===== src/rtl/id_ex_hazard_reg.sv =====
// ID/EX pipeline register with load-use hazard detection.
// Captures decoded operands/controls from ID and presents them to EX one
// cycle later. A bubble is loaded instead when a branch/jump resolved in EX
// squashes the ID instruction (flush) or when the ID instruction reads the
// register that a load currently in EX is about to write (load-use stall).
//
// Slot semantics: EX_valid=1 means the EX_* fields describe a real
// instruction; EX_valid=0 means a bubble, and every EX_* field is then zero
// (dest 0 can only match reg $0, which consumers ignore). stall is a
// combinational request to the upstream stages: while it is 1 the PC and
// IF/ID hold, so the same ID inputs are presented again on the next cycle.
module id_ex_hazard_reg #(
  parameter int DATA_W = 32,
  parameter int REG_AW = 5,
  parameter int CNT_W  = 16
) (
  input  logic              clk,
  input  logic              rst_n,
  input  logic [REG_AW-1:0] IF_ID_RS,
  input  logic [REG_AW-1:0] IF_ID_RT,
  input  logic [REG_AW-1:0] IF_ID_RD,
  input  logic              ID_uses_rs,
  input  logic              ID_uses_rt,
  input  logic [DATA_W-1:0] ID_rs_data,
  input  logic [DATA_W-1:0] ID_rt_data,
  input  logic [DATA_W-1:0] ID_imm,
  input  logic [7:0]        ID_ctrl,
  input  logic              flush,
  output logic              stall,
  output logic              EX_valid,
  output logic [REG_AW-1:0] EX_RS,
  output logic [REG_AW-1:0] EX_RT,
  output logic [REG_AW-1:0] EX_dest_reg,
  output logic [DATA_W-1:0] EX_rs_data,
  output logic [DATA_W-1:0] EX_rt_data,
  output logic [DATA_W-1:0] EX_imm,
  output logic [7:0]        EX_ctrl,
  output logic [CNT_W-1:0]  stall_count,
  output logic [CNT_W-1:0]  flush_count
);

  // Control-byte layout: {reg_dst, alu_src, mem_read, mem_write,
  //                       reg_write, mem_to_reg, alu_op[1:0]}
  localparam int CTRL_REG_DST  = 7;
  localparam int CTRL_MEM_READ = 5;

  logic              ex_valid_q,   ex_valid_d;
  logic [REG_AW-1:0] ex_rs_q,      ex_rs_d;
  logic [REG_AW-1:0] ex_rt_q,      ex_rt_d;
  logic [REG_AW-1:0] ex_dest_q,    ex_dest_d;
  logic [DATA_W-1:0] ex_rs_data_q, ex_rs_data_d;
  logic [DATA_W-1:0] ex_rt_data_q, ex_rt_data_d;
  logic [DATA_W-1:0] ex_imm_q,     ex_imm_d;
  logic [7:0]        ex_ctrl_q,    ex_ctrl_d;
  logic [CNT_W-1:0]  stall_cnt_q,  stall_cnt_d;
  logic [CNT_W-1:0]  flush_cnt_q,  flush_cnt_d;

  logic ex_is_load;
  logic rs_match;
  logic rt_match;
  logic haz;
  logic load_bubble;

  // Load-use detection against the instruction currently held in EX.
  always_comb begin
    ex_is_load = ex_valid_q && ex_ctrl_q[CTRL_MEM_READ] && (ex_dest_q != '0);
    rs_match   = ID_uses_rs && (IF_ID_RS == ex_dest_q);
    rt_match   = ID_uses_rt && (IF_ID_RT == ex_dest_q);
    haz        = ex_is_load && (rs_match || rt_match);
  end

  // A squashed ID instruction never needs to wait, so flush masks the stall.
  assign stall       = haz && !flush;
  assign load_bubble = flush || haz;

  // Next slot contents: bubble on flush/stall, otherwise the ID instruction.
  always_comb begin
    ex_valid_d   = 1'b0;
    ex_rs_d      = '0;
    ex_rt_d      = '0;
    ex_dest_d    = '0;
    ex_rs_data_d = '0;
    ex_rt_data_d = '0;
    ex_imm_d     = '0;
    ex_ctrl_d    = '0;
    if (!load_bubble) begin
      ex_valid_d   = 1'b1;
      ex_rs_d      = IF_ID_RS;
      ex_rt_d      = IF_ID_RT;
      ex_dest_d    = ID_ctrl[CTRL_REG_DST] ? IF_ID_RD : IF_ID_RT;
      ex_rs_data_d = ID_rs_data;
      ex_rt_data_d = ID_rt_data;
      ex_imm_d     = ID_imm;
      ex_ctrl_d    = ID_ctrl;
    end
  end

  // Saturating performance counters; flush has priority over stall.
  always_comb begin
    stall_cnt_d = stall_cnt_q;
    flush_cnt_d = flush_cnt_q;
    if (flush) begin
      if (flush_cnt_q != '1) flush_cnt_d = flush_cnt_q + CNT_W'(1);
    end else if (stall) begin
      if (stall_cnt_q != '1) stall_cnt_d = stall_cnt_q + CNT_W'(1);
    end
  end

  // Pipeline register and counters, cleared asynchronously.
  always_ff @(posedge clk or negedge rst_n) begin
    if (!rst_n) begin
      ex_valid_q   <= 1'b0;
      ex_rs_q      <= '0;
      ex_rt_q      <= '0;
      ex_dest_q    <= '0;
      ex_rs_data_q <= '0;
      ex_rt_data_q <= '0;
      ex_imm_q     <= '0;
      ex_ctrl_q    <= '0;
      stall_cnt_q  <= '0;
      flush_cnt_q  <= '0;
    end else begin
      ex_valid_q   <= ex_valid_d;
      ex_rs_q      <= ex_rs_d;
      ex_rt_q      <= ex_rt_d;
      ex_dest_q    <= ex_dest_d;
      ex_rs_data_q <= ex_rs_data_d;
      ex_rt_data_q <= ex_rt_data_d;
      ex_imm_q     <= ex_imm_d;
      ex_ctrl_q    <= ex_ctrl_d;
      stall_cnt_q  <= stall_cnt_d;
      flush_cnt_q  <= flush_cnt_d;
    end
  end

  assign EX_valid    = ex_valid_q;
  assign EX_RS       = ex_rs_q;
  assign EX_RT       = ex_rt_q;
  assign EX_dest_reg = ex_dest_q;
  assign EX_rs_data  = ex_rs_data_q;
  assign EX_rt_data  = ex_rt_data_q;
  assign EX_imm      = ex_imm_q;
  assign EX_ctrl     = ex_ctrl_q;
  assign stall_count = stall_cnt_q;
  assign flush_count = flush_cnt_q;

endmodule

===== config.mk =====
export PLATFORM = sky130hd
export DESIGN_NAME = id_ex_hazard_reg
export DESIGN_NICKNAME = d
export VERILOG_FILES = /design/src/rtl/id_ex_hazard_reg.sv
export SDC_FILE = /design/constraint.sdc
export NUM_CORES = 1
export LEC_CHECK = 0
export CAP_MARGIN = 0
export CORE_MARGIN = 2
export CORE_UTILIZATION = 37
export CTS_CLUSTER_DIAMETER = 100
export DETAILED_ROUTE_END_ITERATION = 10
export PLACE_DENSITY = 0.75
export SYNTH_ARGS = -nofsm -noshare
export SYNTH_HDL_FRONTEND = slang
export SYNTH_SLANG_ARGS = --single-unit

===== constraint.sdc =====
create_clock -name clk -period 3.16 [get_ports clk]
set_input_delay 0.948 -clock clk [delete_from_list [all_inputs] [get_ports clk]]
set_output_delay 0.948 -clock clk [all_outputs]
set_load 0.02 [all_outputs]

* After elaboration in Yosys (flattened, before gate mapping)
Index checks and enable logic that the tools add are counted.
Word-level totals: register bits 152, bits of input ports 124
Cells by class: $add $sub $neg 2, equal/unequal tests 4, mux-type cells 9, bitwise logic cells 1, reductions and logical operators 12
Operator list (number):
- $mux W32 | 3
- $add A16 B1 Y16 const B | 2
- $ne A16 B16 Y1 const B | 2
- $mux W5 | 4
- $eq A5 B5 Y1 | 2
- $mux W8 | 1
- $logic_and A1 B1 Y1 | 6
- $reduce_bool A5 Y1 | 1
- $reduce_and A3 Y1 | 1
- $logic_or A1 B1 Y1 | 2
- $reduce_and A2 Y1 | 1
- $logic_not A1 Y1 | 1
- $mux W1 | 1
- $not A1 Y1 | 1

* Logic depth before layout (Yosys ltp)
Gate-level depths: netlist (run 1).
word-level depth 6, gate-level depth with buffers 8, depth with buffers taken out 6

* Least setup slack after synthesis (run 1)
Ideal clock, no wire load.
path kind input to output, start input IF_ID_RT[4], end output stall, arrival 2.197 ns, path slack 0.015 ns, stages on the path 6, path through xor2_1 -> nor4_1 -> nand3_1 -> a21o_1 -> clkbuf_1 -> nor2_1
Between the ends: cells in the longest elaborated chain, start to end 5
Ends and longest elaborated chain:
- start, declared | RTL line 20 | input logic [REG_AW-1:0] IF_ID_RT,
- $eq A5 B5 Y1 | RTL line 68 | rt_match = ID_uses_rt && (IF_ID_RT == ex_dest_q);
- $logic_and A1 B1 Y1 | RTL line 68
- $logic_or A1 B1 Y1 | RTL line 69 | haz = ex_is_load && (rs_match || rt_match);
- $logic_and A1 B1 Y1 | RTL line 69
- $logic_and A1 B1 Y1 | RTL line 73 | assign stall = haz && !flush;
- end, declared | RTL line 29 | output logic stall,
No other way between the ends.

* Worst setup path in the final report (run 1)
start input IF_ID_RS[2], end output stall
Between the ends: cells in the longest elaborated chain, start to end 5
Ends and longest elaborated chain:
- start, declared | RTL line 19 | input logic [REG_AW-1:0] IF_ID_RS,
- $eq A5 B5 Y1 | RTL line 67 | rs_match = ID_uses_rs && (IF_ID_RS == ex_dest_q);
- $logic_and A1 B1 Y1 | RTL line 67
- $logic_or A1 B1 Y1 | RTL line 69
- $logic_and A1 B1 Y1 | RTL line 69
- $logic_and A1 B1 Y1 | RTL line 73
No other way between the ends.

==> results.cfg, run 1 <==
[setup_path]
worstPathArrival_ns = 2.16
path_cells = buf_6, xor2_2, nor4_2, nand3_1, a21o_1, nor2_2, buf_6
critPathCaptureType = output pin
max_stage_delay_ns = 0.31
r2r-end = EX_imm[11]
r2r_cells = 13
startpoint = IF_ID_RS[2]
r2r_setup_slack_ns = 0.31
cp_slowest_cell = nor4_2
critical_path.most_common_cell = buf_6
start_kind = primary input
critical_path_class = in2out
required_ns = 2.21
crit_path_max_fanout = 2
r2r_start = EX_dest_reg[2]

[clocking]
cts_tree = done
cts_root_buffer = clkbuf_16
cts_sinks = 152
cts_buffers = 17
htreeDepth = 4
clk_pin_slew_ns = 0.06
clk_latency_ns = 0.42
cts-root-to-sink-buffers = 2

[pwr]
power.internal_uw = 3840
power_switching_uw = 1220
clkPwrFrac_pct = 40.6
comb_power_share_pct = 16.6
p_seq_share_pct = 42.8
power_per_cell_area_mw_per_mm2 = 548
leakage_uw = 0.00410
total_power_uw = 5060
p_sw_share_pct = 24.1
ir_drop_mv = 0.352

[sta]
slew_violations = 0
fin_hold_ws_ns = 0.367
finalClockSkew_ns = 0.00753
max_freq_ghz = 0.322
setup_viol = 0
slew_headroom_pct = 56.9
period_share_pct = 98.2
worst_pin_slew_ns = 0.645
period_minus_slack_ns = 3.10
timing.final.hold_violations = 0

[route]
vias = 4226
routedWlPerCell_um = 16.6
wl_um = 15100
vias_per_cell = 4.64
drtAntennaViolNets = 0
drt_iter0_drc = 187
drc = 0
first_pass_iters = 6

[synthesis]
seq_area_frac_synth_pct = 69.1
ys_ff_latch = 152
synth_top_area_share_pct = 69.1
synth_area_leaders = dfrtp_1 (69%), and2_1 (13%), xor2_1 (3.3%)
synthCells = 417
synth_enable_flop_cells = 0
netlist_area_sq_mm = 0.00550
yosysUniqueCellTypes = 34
synth_nets = 543
synthArstFlopShare_pct = 100
syn_area_per_cell_sq_um = 13.2
ys.flop_type = dfrtp_1
yosys_warnings = 0
yosysTopAreaCell = dfrtp_1

[job]
drv_cap = 0

[finish]
final_core_utilization_pct = 63.4
layout_commonest_cell = clkdlybuf4s50_1
num-nets-final = 841
n_fill_cell = 1083
fin_cells = 910
final_layout_size_suffix_gt1_share_pct = 8.97
mostFrequentLayoutCells = clkdlybuf4s50_1 (264), dfrtp_1 (152), and2_1 (114), xor2_1 (20), clkbuf_16 (17)
synthToLayoutAreaGrowth_pct = 67.5
final_area_sq_mm = 0.00922

[place]
place_hpwl_um = 11300
dp.cells = 875
place_congestion = 0.899
portBuffers = 276
placed_area_sq_mm = 0.00859

[min_path]
hp-class = in2async

[die]
fp.dieW_um = 126
die_area_sq_mm = 0.0159
io_pins = 277
core_sq_mm = 0.0145
initial_core_util_pct = 37.9
placementRows = 44
die_height_um = 126

[status]
status = complete, no violations

[global_routing]
track_usage_pct = 19.4
grt_pass1_vias = 4473
grt_max_degree = 69
grt_overflow = 0
grt_antenna_before_repair = 0
grt_pass1_wl_um = 23500
## cells in the mapped netlist (2+ instances only)
cell type,number
nand4_1,10
mux2_2,3
a31oi_1,2
and3_1,4
nand2_1,15
nand3_1,11
and2_1,114
mux2i_1,5
nor2_1,7
clkbuf_1,7
buf_1,2
a21oi_1,2
dfrtp_1,152
buf_2,6
nor4_1,6
nor3_1,16
xor2_1,21
inv_1,2
and4_1,2
ha_1,2
xnor2_1,15
## area by class of cell
class | count | area, sq um | area share (%)
sequential | 152 | 3800 | 41.2
clock inverter | 8 | 121 | 1.32
tap | 184 | 230 | 2.50
antenna | 1 | 2.50 | 0.0271
timing repair buffer | 294 | 2930 | 31.7
multi-input combinational | 248 | 1650 | 17.9
inverter | 2 | 7.51 | 0.0814
clock buffer | 21 | 480 | 5.21
## power groups by stage
stage,Clock (uW),Combinational [uW],Sequential (uW)
floorplan,0,165,2350
global placement,0,837,2190
detailed placement,0,851,2200
CTS,2100,856,2170
global route,2190,900,2180
finish,2050,839,2160
## layer usage
layer,up-vias,global-route usage [%],part of all wire (%)
met5,-,0,0
met4,0,8.21,2.5
met3,26,8.96,11
met2,208,32.2,49
met1,2033,21.5,38
li1,1959,-,-
## critical path: cells and delay by family
kind	cells	cell delay, ns
AOI/OAI and AO/OA	1	0.22
and+or+nand+nor	3	0.61
xor gates and xnor gates	1	0.14
buffers and inverters	2	0.23
## timing repair
item                                    CTS  global route
cloned                                    0             0
endpoints found under the setup margin    1             2
gates resized for setup                  32             9
setup buffers                             5             0
hold buffers                              0             0
pin swaps                                 7             6
## per-stage QoR
stage | TNS, ns | worst slack, ns
floorplan | 0 | 0.0150
global placement | -1.00 | -0.762
detailed placement | -3.61 | -0.832
CTS | 0 | 0.00248
global route | -0.00504 | -0.00504
finish | 0 | 0.0554
## how the worst max path moves through the flow
stage / to / slack [ns] / cells past startpoint
final: stall / 0.06 / 7
after global routing: stall / -0.005 / 7
after CTS: stall / 0.002 / 7
after detailed placement: stall / -0.83 / 7
after global placement: stall / -0.76 / 7
after floorplan: stall / 0.01 / 6
## cells by family (layout without fill, tap and decap cells)
kind of cell,count (synthesis),count (layout),synth area share (%)
other cells,0,1,0
compound gates,8,8,1.09
mux,9,9,1.73
flops,152,152,69.1
simple gates,193,193,20.6
xor+xnor,36,36,5.73
fa+ha+maj,2,2,0.455
buf+inv,17,325,1.30
(Power assumes the default switching activity.)
==> run 2: changes to the inputs <==
- CORE_UTILIZATION: 37 -> 28
- PLACE_DENSITY: 0.75 -> not set
- SLEW_MARGIN: not set -> 40
==> run 2 against run 1 <==
Highest routed layer unchanged. Hold slack improved by 0.10 ns. Utilization fell by 15 points. Routed wire length rose by 4.9%. Via count rose by 0.78%. Largest power group unchanged. Cell area rose by 2.4%. Sequential power barely moved. Sequential share of layout area fell by 0.97 points. Cell count rose by 9.8%. Combinational power rose by 2%. Fmax rose by 0.16%.
==> results.cfg, run 2 (synthesis results as in run 1) <==
[min_path]
hp-class = in2async

[clocking]
htreeDepth = 4
cts_buffers = 17
cts_root_buffer = clkbuf_16
cts_tree = done
clk_latency_ns = 0.41
cts-root-to-sink-buffers = 2
cts_sinks = 152
clk_pin_slew_ns = 0.06

[sta]
setup_viol = 0
timing.final.hold_violations = 0
slew_violations = 0
period_share_pct = 98.1
rsz0062_at_grt = yes
slew_headroom_pct = 68.7
finalClockSkew_ns = 0.00728
worst_pin_slew_ns = 0.470
period_minus_slack_ns = 3.10
max_freq_ghz = 0.323

[finish]
fin_cells = 999
final_core_utilization_pct = 48.7
num-nets-final = 846
final_layout_size_suffix_gt1_share_pct = 10.6
layout_commonest_cell = clkdlybuf4s50_1
synthToLayoutAreaGrowth_pct = 71.6
mostFrequentLayoutCells = clkdlybuf4s50_1 (264), dfrtp_1 (152), and2_1 (114), xor2_1 (18), buf_4 (18)

[route]
routedWlPerCell_um = 15.8
drc = 0
first_pass_iters = 4
vias_per_cell = 4.26
drtAntennaViolNets = 0
wl_um = 15800
vias = 4259
drt_iter0_drc = 68

[setup_path]
crit_path_max_fanout = 3
required_ns = 2.21
start_kind = primary input
path_buf_inv = 3
path_cells = buf_8, xor2_2, nor4_2, buf_4, nand3_2, a21o_1, nor2_2, buf_6
cp_slowest_cell = nor4_2
r2r_start = EX_dest_reg[2]
r2r_setup_slack_ns = 0.62
worstPathArrival_ns = 2.15
max_stage_delay_ns = 0.25
critPathCaptureType = output pin
critical_path_class = in2out
startpoint = IF_ID_RT[1]
cp-endpoint = stall
r2r_cells = 8
critPathTopFamily = simple AND/OR/NAND/NOR gates
cp.depth = 8
r2r-end = stall_count[14]

[global_routing]
track_usage_pct = 15.3
grt_antenna_before_repair = 1
grt_max_degree = 59
grt_pass1_vias = 4547
grt_overflow = 0
grt_pass1_wl_um = 23900

[job]
drv_cap = 0

[pwr]
ir_drop_mv = 0.332
leakage_uw = 0.00413
power_per_cell_area_mw_per_mm2 = 547

[die]
die_height_um = 144
fp.dieW_um = 144
initial_core_util_pct = 28.4
die_area_sq_mm = 0.0208
core_sq_mm = 0.0194
io_pins = 277
placementRows = 51

[place]
place_congestion = 0.802
dp.cells = 963
portBuffers = 276
place_hpwl_um = 11900

[status]
status = complete, no violations
## run 2: cell count changes in the layout (fill, tap and decap cells not counted), moves of 2 or more
cell	previous run	this run
clkbuf_2	2	0
buf_8	0	2
clkinv_2	3	0
buf_4	15	18
inv_6	0	3
xor2_2	1	3
clkinvlp_4	1	4
xor2_1	20	18
## run 2: cell type report
cell class	count	area, sq um
Sequential cell	152	3800
Tap cell	265	332
Timing Repair Buffer	299	2990
Clock inverter	12	164
Fill cell	1794	9960
Inverter	2	7.51
Antenna cell	1	2.50
Multi-Input combinational cell	248	1680
Clock buffer	20	467
## run 2: worst min path at each step
stage	from	to	slack [ns]
after floorplan	flush_count[13]	flush_count[13]	0.59
after global placement	flush_count[6]	flush_count[6]	0.48
after detailed placement	stall_count[9]	stall_count[9]	0.49
after CTS	rst_n	EX_rt_data[17]	0.46
after global routing	rst_n	EX_rt_data[17]	0.47
final	rst_n	EX_rs_data[11]	0.47
## run 2: metrics by stage
step                       TNS, ns  hold WS, ns  instance area (sq um)  setup WS [ns]  power (uW)
after floorplan                  0        0.594                   5500         0.0150        2520
after global placement       -1.49        0.478                   8750         -0.924        3050
after detailed placement     -2.02        0.487                   8750         -0.924        3070
after CTS                 -0.00724        0.462                   9380       -0.00724        5240
after global routing       -0.0125        0.466                   9440        -0.0125        5400
final                            0        0.471                   9440         0.0604        5170
## run 2: metal layers
layer,global-route usage [%],wire (um)
met1,16.6,5940
met2,26.3,7820
met3,7.32,1780
met4,5.37,284
met5,0,0
## run 2: power breakdown
part | internal, uW | leakage [uW] | switching, uW
clock network | 1320 | 0.000296 | 828
logic | 463 | 0.00187 | 390
registers | 2070 | 0.00197 | 94.1
## run 2: timing repair
action / 4_1_cts / 5_1_grt
resized for setup: 43 / 14
endpoints found under the hold margin: 0 / 0
pin swaps: 5 / 5
hold buffers: 0 / 0
setup endpoints to repair: 1 / 1
buffers inserted: 2 / 1
